## src/rtl/piano_pkg.sv

```systemverilog
// Shared definitions for the piano play path: default widths, the source
// arbiter state encoding and the default length of the silent switch gap.
package piano_pkg;

  localparam int KEY_W_DEF      = 4;
  localparam int NUM_SONGS_DEF  = 3;
  localparam int GAP_CYCLES_DEF = 5000000;

  // Arbiter modes; ST_FREE and ST_AUTO double as the gap destination.
  typedef enum logic [1:0] {
    ST_FREE = 2'd0,
    ST_MUTE = 2'd1,
    ST_AUTO = 2'd2
  } state_t;

endpackage

```

## src/rtl/gap_timer.sv

```systemverilog
// One-shot cycle counter. A start pulse arms it; it counts 0..LEN-1 on the
// following cycles and raises done during the final count, then goes idle.
module gap_timer #(
  parameter int LEN = 4
) (
  input  logic clk,
  input  logic rst,
  input  logic start,
  output logic done
);

  localparam int CNT_W = (LEN > 1) ? $clog2(LEN) : 1;

  logic             running;
  logic [CNT_W-1:0] count;

  assign done = running && (count == CNT_W'(LEN - 1));

  // Arm on start, then step the count until the final value has been seen.
  always_ff @(posedge clk) begin
    if (!rst) begin
      running <= 1'b0;
      count   <= '0;
    end else if (start) begin
      running <= 1'b1;
      count   <= '0;
    end else if (running) begin
      if (count == CNT_W'(LEN - 1)) begin
        running <= 1'b0;
        count   <= '0;
      end else begin
        count <= count + 1'b1;
      end
    end
  end

endmodule

```

## src/rtl/play_source_arbiter.sv

```systemverilog
// Shares the tone-generator key interface between the live keyboard and the
// autoplay song players, inserting a silent gap on every mode or song switch.
// Every output is a register whose value matches the state held in that
// cycle, so transitions also load the outputs of the state being entered.
module play_source_arbiter
  import piano_pkg::*;
#(
  parameter int NUM_SONGS  = NUM_SONGS_DEF,
  parameter int KEY_W      = KEY_W_DEF,
  parameter int SEL_W      = 2,
  parameter int GAP_CYCLES = GAP_CYCLES_DEF
) (
  input  logic                       clk,
  input  logic                       rst,
  input  logic                       kb_key_on,
  input  logic [KEY_W-1:0]           kb_key,
  input  logic [NUM_SONGS-1:0]       song_key_on,
  input  logic [NUM_SONGS*KEY_W-1:0] song_key,
  input  logic                       mode_btn,
  input  logic                       next_btn,
  output logic [NUM_SONGS-1:0]       song_en,
  output logic [NUM_SONGS-1:0]       song_rst_n,
  output logic                       key_on,
  output logic [KEY_W-1:0]           key,
  output logic                       mode,
  output logic [SEL_W-1:0]           song_sel,
  output logic                       muting
);

  state_t state;
  state_t target;
  logic   strobe_cycle;
  logic   start;
  logic   done;

  logic [NUM_SONGS-1:0] sel_onehot;
  logic                 sel_key_on;
  logic [KEY_W-1:0]     sel_key;
  logic [SEL_W-1:0]     sel_next;

  assign sel_onehot = NUM_SONGS'(1) << song_sel;
  assign sel_key_on = song_key_on[song_sel];
  assign sel_key    = song_key[int'(song_sel)*KEY_W +: KEY_W];
  assign sel_next   = (song_sel == SEL_W'(NUM_SONGS - 1)) ? '0 : song_sel + 1'b1;

  assign start = ((state == ST_FREE) && mode_btn) ||
                 ((state == ST_AUTO) && (mode_btn || next_btn));

  // The timer covers all but the last gap cycle; that last cycle is the
  // restart-strobe cycle, tracked by strobe_cycle, so the strobe can be
  // registered and still line up with the final gap cycle.
  gap_timer #(
    .LEN(GAP_CYCLES - 1)
  ) u_gap_timer (
    .clk  (clk),
    .rst  (rst),
    .start(start),
    .done (done)
  );

  // Mode FSM with source routing and all registered outputs.
  always_ff @(posedge clk) begin
    if (!rst) begin
      state        <= ST_FREE;
      target       <= ST_FREE;
      strobe_cycle <= 1'b0;
      song_sel     <= '0;
      mode         <= 1'b0;
      key_on       <= 1'b0;
      key          <= '0;
      muting       <= 1'b0;
      song_en      <= '0;
      song_rst_n   <= '0;
    end else begin
      song_rst_n <= '1;
      case (state)
        ST_FREE: begin
          if (mode_btn) begin
            state   <= ST_MUTE;
            target  <= ST_AUTO;
            key_on  <= 1'b0;
            muting  <= 1'b1;
            song_en <= '0;
          end else begin
            key_on  <= kb_key_on;
            key     <= kb_key;
            muting  <= 1'b0;
            song_en <= '0;
          end
        end

        ST_AUTO: begin
          if (mode_btn || next_btn) begin
            state   <= ST_MUTE;
            target  <= mode_btn ? ST_FREE : ST_AUTO;
            key_on  <= 1'b0;
            muting  <= 1'b1;
            song_en <= '0;
            if (!mode_btn) begin
              song_sel <= sel_next;
            end
          end else begin
            song_en <= sel_onehot;
            muting  <= 1'b0;
            if (kb_key_on) begin
              key_on <= 1'b1;
              key    <= kb_key;
            end else begin
              key_on <= sel_key_on;
              key    <= sel_key;
            end
          end
        end

        ST_MUTE: begin
          if (strobe_cycle) begin
            state        <= target;
            strobe_cycle <= 1'b0;
            muting       <= 1'b0;
            mode         <= (target == ST_AUTO);
            if (target == ST_AUTO) begin
              song_en <= sel_onehot;
              if (kb_key_on) begin
                key_on <= 1'b1;
                key    <= kb_key;
              end else begin
                key_on <= sel_key_on;
                key    <= sel_key;
              end
            end else begin
              song_en <= '0;
              key_on  <= kb_key_on;
              key     <= kb_key;
            end
          end else begin
            key_on  <= 1'b0;
            muting  <= 1'b1;
            song_en <= '0;
            if (done) begin
              strobe_cycle <= 1'b1;
              if (target == ST_AUTO) begin
                song_rst_n <= ~sel_onehot;
              end
            end
          end
        end

        default: begin
          state <= ST_FREE;
        end
      endcase
    end
  end

endmodule

```

## config.mk

```make
export PLATFORM = sky130hd
export DESIGN_NAME = play_source_arbiter
export DESIGN_NICKNAME = d
export VERILOG_FILES = /design/src/rtl/piano_pkg.sv /design/src/rtl/gap_timer.sv /design/src/rtl/play_source_arbiter.sv
export SDC_FILE = /design/constraint.sdc
export NUM_CORES = 1
export LEC_CHECK = 0
export CAP_MARGIN = 20
export CORE_AREA = 2 2 71 73
export DETAILED_ROUTE_END_ITERATION = 8
export DIE_AREA = 0 0 73 75
export HOLD_SLACK_MARGIN = 0.08
export PLACE_DENSITY = 0.78
export REMOVE_ABC_BUFFERS = 1
export SLEW_MARGIN = 25
export SYNTH_ARGS = -nofsm -noshare
export SYNTH_HDL_FRONTEND = slang
export SYNTH_SLANG_ARGS = --single-unit
```

## constraint.sdc

```tcl
create_clock -name clk -period 5 [get_ports clk]
set_input_delay 1.5 -clock clk [delete_from_list [all_inputs] [get_ports clk]]
set_output_delay 1.5 -clock clk [all_outputs]
set_load 0.02 [all_outputs]
```

==> results of run 1 <==
layout make-up:
type,instances,area (sq um)
Clock buffer,8,100
Fill cell,408,1880
Inverter,10,37.5
Multi-Input combinational cell,196,1320
Sequential cell,43,861
Tap cell,54,67.6
Timing Repair Buffer,40,395
Yosys cell counts, drive strengths merged (4+ instances only):
master / number
nor3b: 4
a21oi: 21
o2bb2ai: 4
buf: 4
nand3: 9
mux2i: 5
or4: 13
nor2: 4
o31ai: 9
dfxtp: 43
clkbuf: 10
ha: 6
nand2: 16
o21ai: 16
a22oi: 5
nand2b: 5
or3: 9
inv: 10
nor3: 16
nand4: 8
nor2b: 5
xnor2: 8
nor4: 4
a211oi: 10
where the power goes:
part / leakage, nW / total [mW] / switching [mW] / internal (mW)
registers: 0.350 / 0.361 / 0.00860 / 0.353
clock network: 0.0515 / 0.239 / 0.113 / 0.126
logic: 0.444 / 0.0933 / 0.0469 / 0.0465
total: 0.846 / 0.693 / 0.168 / 0.525
metrics by stage:
| step | utilization [%] | area (sq um) | instances |
|---|---|---|---|
| 4_1_cts | 59.7 | 2780 | 351 |
| 2_1_floorplan | - | 2220 | 249 |
| 6_report | 59.7 | 2780 | 351 |
| 5_1_grt | 59.7 | 2780 | 351 |
| 3_3_place_gp | 57.5 | 2680 | 343 |
| 3_5_place_dp | 57.5 | 2680 | 343 |
metal layers:
layer | vias to the layer above | track usage [%] | share of wire (%)
li1 | 1064 | - | -
met1 | 997 | 28.0 | 47
met2 | 66 | 31.4 | 47
met3 | 5 | 5.22 | 5.5
met4 | 0 | 6.38 | 1.0
met5 | - | 0 | 0
placed cells by master (no fill, tap or decap), types with 5 or more instances in the layout:
| cell type | instances |
|---|---|
| nor2b_1 | 5 |
| nand4_1 | 8 |
| nand2_1 | 15 |
| or4_1 | 9 |
| ha_1 | 6 |
| a21oi_1 | 21 |
| o21ai_0 | 16 |
| nand2b_1 | 5 |
| o31ai_1 | 9 |
| a211oi_1 | 7 |
| nand3_1 | 7 |
| dfxtp_1 | 43 |
| nor3_1 | 15 |
| clkdlybuf4s50_1 | 38 |
| mux2i_1 | 5 |
| clkbuf_8 | 7 |
| a22oi_1 | 5 |
| inv_1 | 10 |
| or3_1 | 9 |
| xnor2_1 | 8 |
logic make-up (layout without fill, tap and decap cells):
kind of cell    count (synthesis)  after routing  synth area share, %
xor+xnor                       11             11                 4.23
flops                          43             43                 37.8
buf+inv                        24             58                 4.39
mux                             5              5                 2.20
compound gates                 71             71                 20.4
simple gates                  103            103                 27.8
fa+ha+maj                       6              6                 3.29
final timing paths:
| path | start | endpoint | slack, ps | cells after the start |
|---|---|---|---|---|
| worst min register to register | song_en[1] | song_en[1] | 470 | 2 |
| worst max register to register | state[0] | u_gap_timer.count[0] | 2770 | 6 |
| worst max-delay path | song_sel[0] | song_sel[0] | 1850 | 1 |
| worst min-delay path | song_en[1] | song_en[1] | 470 | 2 |
sequential cells by signal, indices dropped and copies added (netlist names):
name                 flops
strobe_cycle             1
state                    2
song_sel                 2
mode                     1
muting                   1
u_gap_timer.running      1
key                      4
target                   1
u_gap_timer.count       23
song_en                  3
key_on                   1
song_rst_n               3
==> impl_metrics.csv, run 1 <==
group,metric,value,unit
drt,drc,0,
min_path,holdCritPathClass,"reg2reg",
drt,ant_nets,0,
sta,grt_setup_unrepaired,"no",
clock_tree,cts_tree,"done",
clock_tree,holdBufCountCts,0,
pwr,peakVddDrop,0.000182,V
drt,first_pass_iters,4,
floorplanning,ioPinCount,39,
logic_synthesis,synth_seq_cells,43,
grt,grt_max_degree,20,
placed_design,gp_congestion,0.899,
grt,grt_usage,20.4,%
clock_tree,clk_path_buf_depth,2,
logic_synthesis,synth_top_area_share,37.8,%
critical_path,crit_buf_inv,1,
sta,finalSetupViolCount,0,
critical_path,critPathLaunchType,"register",
clock_tree,clk_pin_slew,80,ps
drt,viasPerCell,6.07,
grt,antenna_found_initial,0,
floorplanning,start_util,48.9,%
sta,skew,7.64,ps
floorplanning,die_w,73,um
drt,wire_per_inst,14.8,um
grt,grt_pass1_wl,8840,um
sta,timing.final.crit_share,63.1,%
sta,max_slew.worst_pin.slew,531,ps
critical_path,path_class,"reg2out",
job,max_cap_violations,0,
sta,drv_slew,0,
floorplanning,rows,25,
sta,final.min_clock_period,3150,ps
drt,vias,2132,
pwr,power,693,uW
sta,hold_violations,0,
critical_path,crit_family,"buffers and inverters",
logic_synthesis,async_flop_share,0,%
critical_path,cp.arrival,1650,ps
drt,drt_first_iter_violations,118,
sta,timing.hold.ws,470,ps
clock_tree,post-cts-setup-buffers,0,
final_layout,nNetsFinal,326,
final_layout,num_antenna_cells,0,
clock_tree,ctsRootBufferMaster,"clkbuf_8",
clock_tree,worstSkewPairLatency,290,ps
logic_synthesis,yosysSeqAreaShare,37.8,%
placed_design,dp_hpwl,3760,um
sta,setup_ws,1850,ps
critical_path,critPathCaptureType,"output pin",
sta,max_freq,0.317,GHz
final_layout,drive_gt1_share,7.74,%
floorplanning,dieArea,5480,sq um
logic_synthesis,synth_area_leaders,"dfxtp_1 38%, a21oi_1 4.6%, o21ai_0 3.5%",
clock_tree,htreeDepth,2,
logic_synthesis,synth_edf_count,0,
grt,grt_pass1_vias,1944,
clock_tree,cts.sink_count,43,
clock_tree,cts_buffers,5,
logic_synthesis,yosys_most_used_dff,"dfxtp_1",
outcome,status,"finished, final reports clean",
floorplanning,fp.dieH,75,um
final_layout,area.growth.synth_to_final,22.0,%
placed_design,port_buffers,38,
critical_path,cp_max_fo,13,
critical_path,crit_path_top_delay_cell,"clkdlybuf4s50_1",
logic_synthesis,syn_area,2280,sq um
critical_path,critPathRequiredTime,3500,ps
logic_synthesis,ys_warn_count,0,
placed_design,dp_slack,1600,ps
drt,drt_wl_total,5210,um
grt,overflow,0,
sta,tns,0,ps
floorplanning,core-area,4660,sq um
logic_synthesis,avgSynthCellArea,8.67,sq um
logic_synthesis,synthCells,263,
pwr,leakage,0.846,nW
logic_synthesis,synth.distinct_cells,45,
logic_synthesis,synth_top_cell_by_area,"dfxtp_1",
sta,max-slew-margin-rel,64.5,%
critical_path,cp_slowest_stage_delay,710,ps
clock_tree,post_cts_resized,0,
critical_path,crit_path_cell_trace,"clkdlybuf4s50_1",
pwr,power.density,249,nW/um^2
Note: power is estimated with default switching activity, not from simulation.
==> run 2: changes to the inputs <==
==> constraint.sdc (replaced) <==
create_clock -name clk -period 3.28 [get_ports clk]
set_input_delay 0.984 -clock clk [delete_from_list [all_inputs] [get_ports clk]]
set_output_delay 0.984 -clock clk [all_outputs]
set_load 0.02 [all_outputs]
==> impl_metrics.csv, run 2 (synthesis results as in run 1) <==
group,metric,value,unit
min_path,hold_depth,2,
critical_path,cp_max_fo,13,
critical_path,critPathCaptureType,"output pin",
floorplanning,die_w,73,um
drt,vias,2134,
drt,drt_first_iter_violations,158,
placed_design,dp_hpwl,3830,um
final_layout,max_flop_register,"u_gap_timer.count",
final_layout,top_regs,"u_gap_timer.count: 23 flops, key: 4 flops",
min_path,holdCritPathClass,"reg2reg",
min_path,hold_end,"song_en[1]",
critical_path,crit-reg2reg-launch,"u_gap_timer.count[0]",
critical_path,crit_start,"song_sel[0]",
critical_path,reg2reg_depth,5,
sta,drv_slew,0,
final_layout,drive_gt1_share,8.03,%
clock_tree,post_cts_resized,0,
clock_tree,post-cts-setup-buffers,0,
critical_path,rrSetupSlack,1070,ps
critical_path,cp.arrival,1660,ps
critical_path,crit_family,"buffers and inverters",
sta,finalSetupViolCount,0,
placed_design,gp_congestion,0.878,
critical_path,crit_path_cell_trace,"clkdlybuf4s50_1",
critical_path,crit_buf_inv,1,
placed_design,place_inst,345,
floorplanning,ioPinCount,39,
critical_path,cp_slowest_stage_delay,710,ps
grt,grt_pass1_vias,2023,
sta,timing.final.crit_share,80.7,%
floorplanning,fp.dieH,75,um
clock_tree,cts_tree,"done",
critical_path,path_class,"reg2out",
pwr,leakage,0.846,nW
sta,max-slew-margin-rel,65.7,%
sta,timing.hold.ws,467,ps
sta,max_freq,0.378,GHz
sta,final.min_clock_period,2650,ps
drt,wire_per_inst,15.0,um
critical_path,rr_endpoint,"u_gap_timer.count[18]",
clock_tree,clk_path_buf_depth,2,
sta,hold_violations,0,
final_layout,num_antenna_cells,0,
clock_tree,ctsRootBufferMaster,"clkbuf_8",
critical_path,critPathRequiredTime,2300,ps
floorplanning,dieArea,5480,sq um
grt,antenna_found_initial,0,
final_layout,mostFrequentLayoutCell,"dfxtp_1",
pwr,peakVddDrop,0.000207,V
pwr,power.density,370,nW/um^2
clock_tree,cts_buffers,5,
critical_path,crit_path_top_delay_cell,"clkdlybuf4s50_1",
final_layout,instances_no_fill,353,
floorplanning,core-area,4660,sq um
job,max_cap_violations,0,
critical_path,critPathLaunchType,"register",
grt,grt_use_met2,34.8,%
grt,grt_max_degree,16,
drt,first_pass_iters,5,
grt,grt_usage,21.6,%
drt,drt_wl_total,5310,um
sta,grt_setup_unrepaired,"no",
final_layout,largest_reg_flops,23,
drt,viasPerCell,6.05,
final_layout,area.growth.synth_to_final,21.8,%
sta,skew,9.28,ps
sta,tns,0,ps
clock_tree,cts.sink_count,43,
drt,ant_nets,0,
placed_design,port_buffers,38,
sta,max_slew.worst_pin.slew,515,ps
grt,grt_util_met3,5.76,%
clock_tree,clk_pin_slew,80,ps
pwr,power,1.03,mW
outcome,status,"finished, final reports clean",
final_layout,nNetsFinal,328,
grt,busiest_layer,"met2",
drt,drc,0,
final_layout,final_util,59.6,%
floorplanning,start_util,48.9,%
floorplanning,rows,25,
clock_tree,worstSkewPairLatency,300,ps
grt,grt_pass1_wl,9300,um
grt,overflow,0,
clock_tree,htreeDepth,2,
final_layout,final_cell_mix,"43 x dfxtp_1, 38 x clkdlybuf4s50_1, 21 x a21oi_1",
clock_tree,holdBufCountCts,0,
grt,met1_usage,27.6,%
min_path,min_from,"song_en[1]",
run 2: changes by cell type in the layout (fill, tap and decap cells not counted):
cell	delta
clkinv_2	+1
buf_4	+2
clkbuf_8	-2
clkbuf_1	+1
run 2: worst max-delay path by stage:
stage | end | slack, ps | cells after the start
6_report | song_sel[0] | 630 | 1
5_1_grt | song_sel[0] | 560 | 1
4_1_cts | song_sel[0] | 630 | 1
3_3_place_gp | song_en[0] | 550 | 5
2_1_floorplan | u_gap_timer.count[0] | 1020 | 4
3_5_place_dp | song_en[0] | 480 | 5
run 2: metal layers:
metal / share of wire, % / vias up
met2: 46 / 71
met1: 46 / 987
met5: 0 / -
met4: 1.8 / 0
met3: 6.0 / 11
li1: - / 1065
run 2: where the power goes:
part / switching (mW) / internal (mW)
logic: 0.0715 / 0.0719
registers: 0.0136 / 0.538
clock network: 0.183 / 0.150
total: 0.268 / 0.759
run 2: cell type report:
cell class	instances	area (sq um)
clock buffer	7	76.3
clock inverter	1	5.00
fill	405	1880
inverter	10	37.5
multi-input combinational	196	1320
sequential	43	861
tap	54	67.6
timing repair buffer	42	410
run 2: through the flow:
step | setup slack, ps | instance area, sq um
floorplan | 1020 | 2220
global placement | 554 | 2700
detailed placement | 476 | 2700
CTS | 633 | 2780
global route | 563 | 2780
finish | 632 | 2780
==> edit: new RTL, settings of run 2 <==
Change the package constant `KEY_W_DEF` from 4 to 6.
--- a/src/rtl/piano_pkg.sv
+++ b/src/rtl/piano_pkg.sv
@@ -2,7 +2,7 @@
 // arbiter state encoding and the default length of the silent switch gap.
 package piano_pkg;
 
-  localparam int KEY_W_DEF      = 4;
+  localparam int KEY_W_DEF      = 6;
   localparam int NUM_SONGS_DEF  = 3;
   localparam int GAP_CYCLES_DEF = 5000000;
 
Ports: changed (resized kb_key, key and song_key); port bits go from 39 to 49. The function was not compared with the original's and may differ.
==> edit against run 2 <==
Count of clock-buffer cells in the layout decreased by 2. Setup slack improved by 220 ps. Sequential cell count is 2 higher. Cell area rose by 11%. Non-clock buffer count rose by 12. Area after synthesis rose by 7.3%. Wire length is 4.4% higher. Power up 7.6%. Critical path type unchanged. Critical endpoint unchanged.
==> edit: results <==
[detailed_routing]
wl_per_cell_um = 14.6
drt_iter0_drc = 110
wl_um = 5540

[cells_and_area]
nMultiInputCombCells = 212
buffers = 54
final_net_count = 362
clk_share = 0.0297
largestRegisters = u_gap_timer.count: 23 flops, key: 6 flops

[synth]
yosys-top-cells-count = dfxtp_1, nand2_1, o21ai_0
synth_compound_area_frac = 0.236
synth_area_leaders = dfxtp_1, o21ai_0, a21oi_1
ys_seq_area_frac = 0.368
synthAdderAreaFrac = 0.0307
ys_ff_latch = 45

[pwr]
power_switching_uw = 295
pwr-share-clk = 0.313
ir_drop_mv = 0.236

[worst_setup_path]
r2r_end = u_gap_timer.count[13]
ff2ff_setup_slack_ps = 1110

[global_routing]
grt_max_degree = 24
grt_use_total = 0.218
use_met1 = 0.296

[run_status]
outcome = finished, final reports clean

[timing]
relSlewSlack = 0.510
fin_skew_ps = 12.5
==> edit: cell count changes in the layout (fill, tap and decap cells not counted), moves of 4 or more <==
cell and delta:
or4_4 -4, a21oi_1 -5, o31ai_1 -6, and2_1 +5
nor3_1 -6, xnor2_1 -7, clkdlybuf4s50_1 +10, o21ai_0 +5
or4_1 -8, inv_1 -4, nand2_1 +6, nor4_1 -4
a21boi_0 +4, xor2_1 +4
==> edit: tightest hold or removal path, delay by kind of cell (launching register included) <==
family | cells | cell delay (ps)
AOI/OAI and AO/OA | 1 | 70
DFF | 1 | 320
and+or+nand+nor | 1 | 50
==> edit: per-stage QoR <==
step | hold slack, ps | worst slack (ps) | area [um^2]
detailed placement | 465 | 603 | 2980
floorplan | 463 | 997 | 2390
global route | 492 | 755 | 3070
global placement | 457 | 685 | 2980
finish | 481 | 851 | 3070
CTS | 480 | 847 | 3070
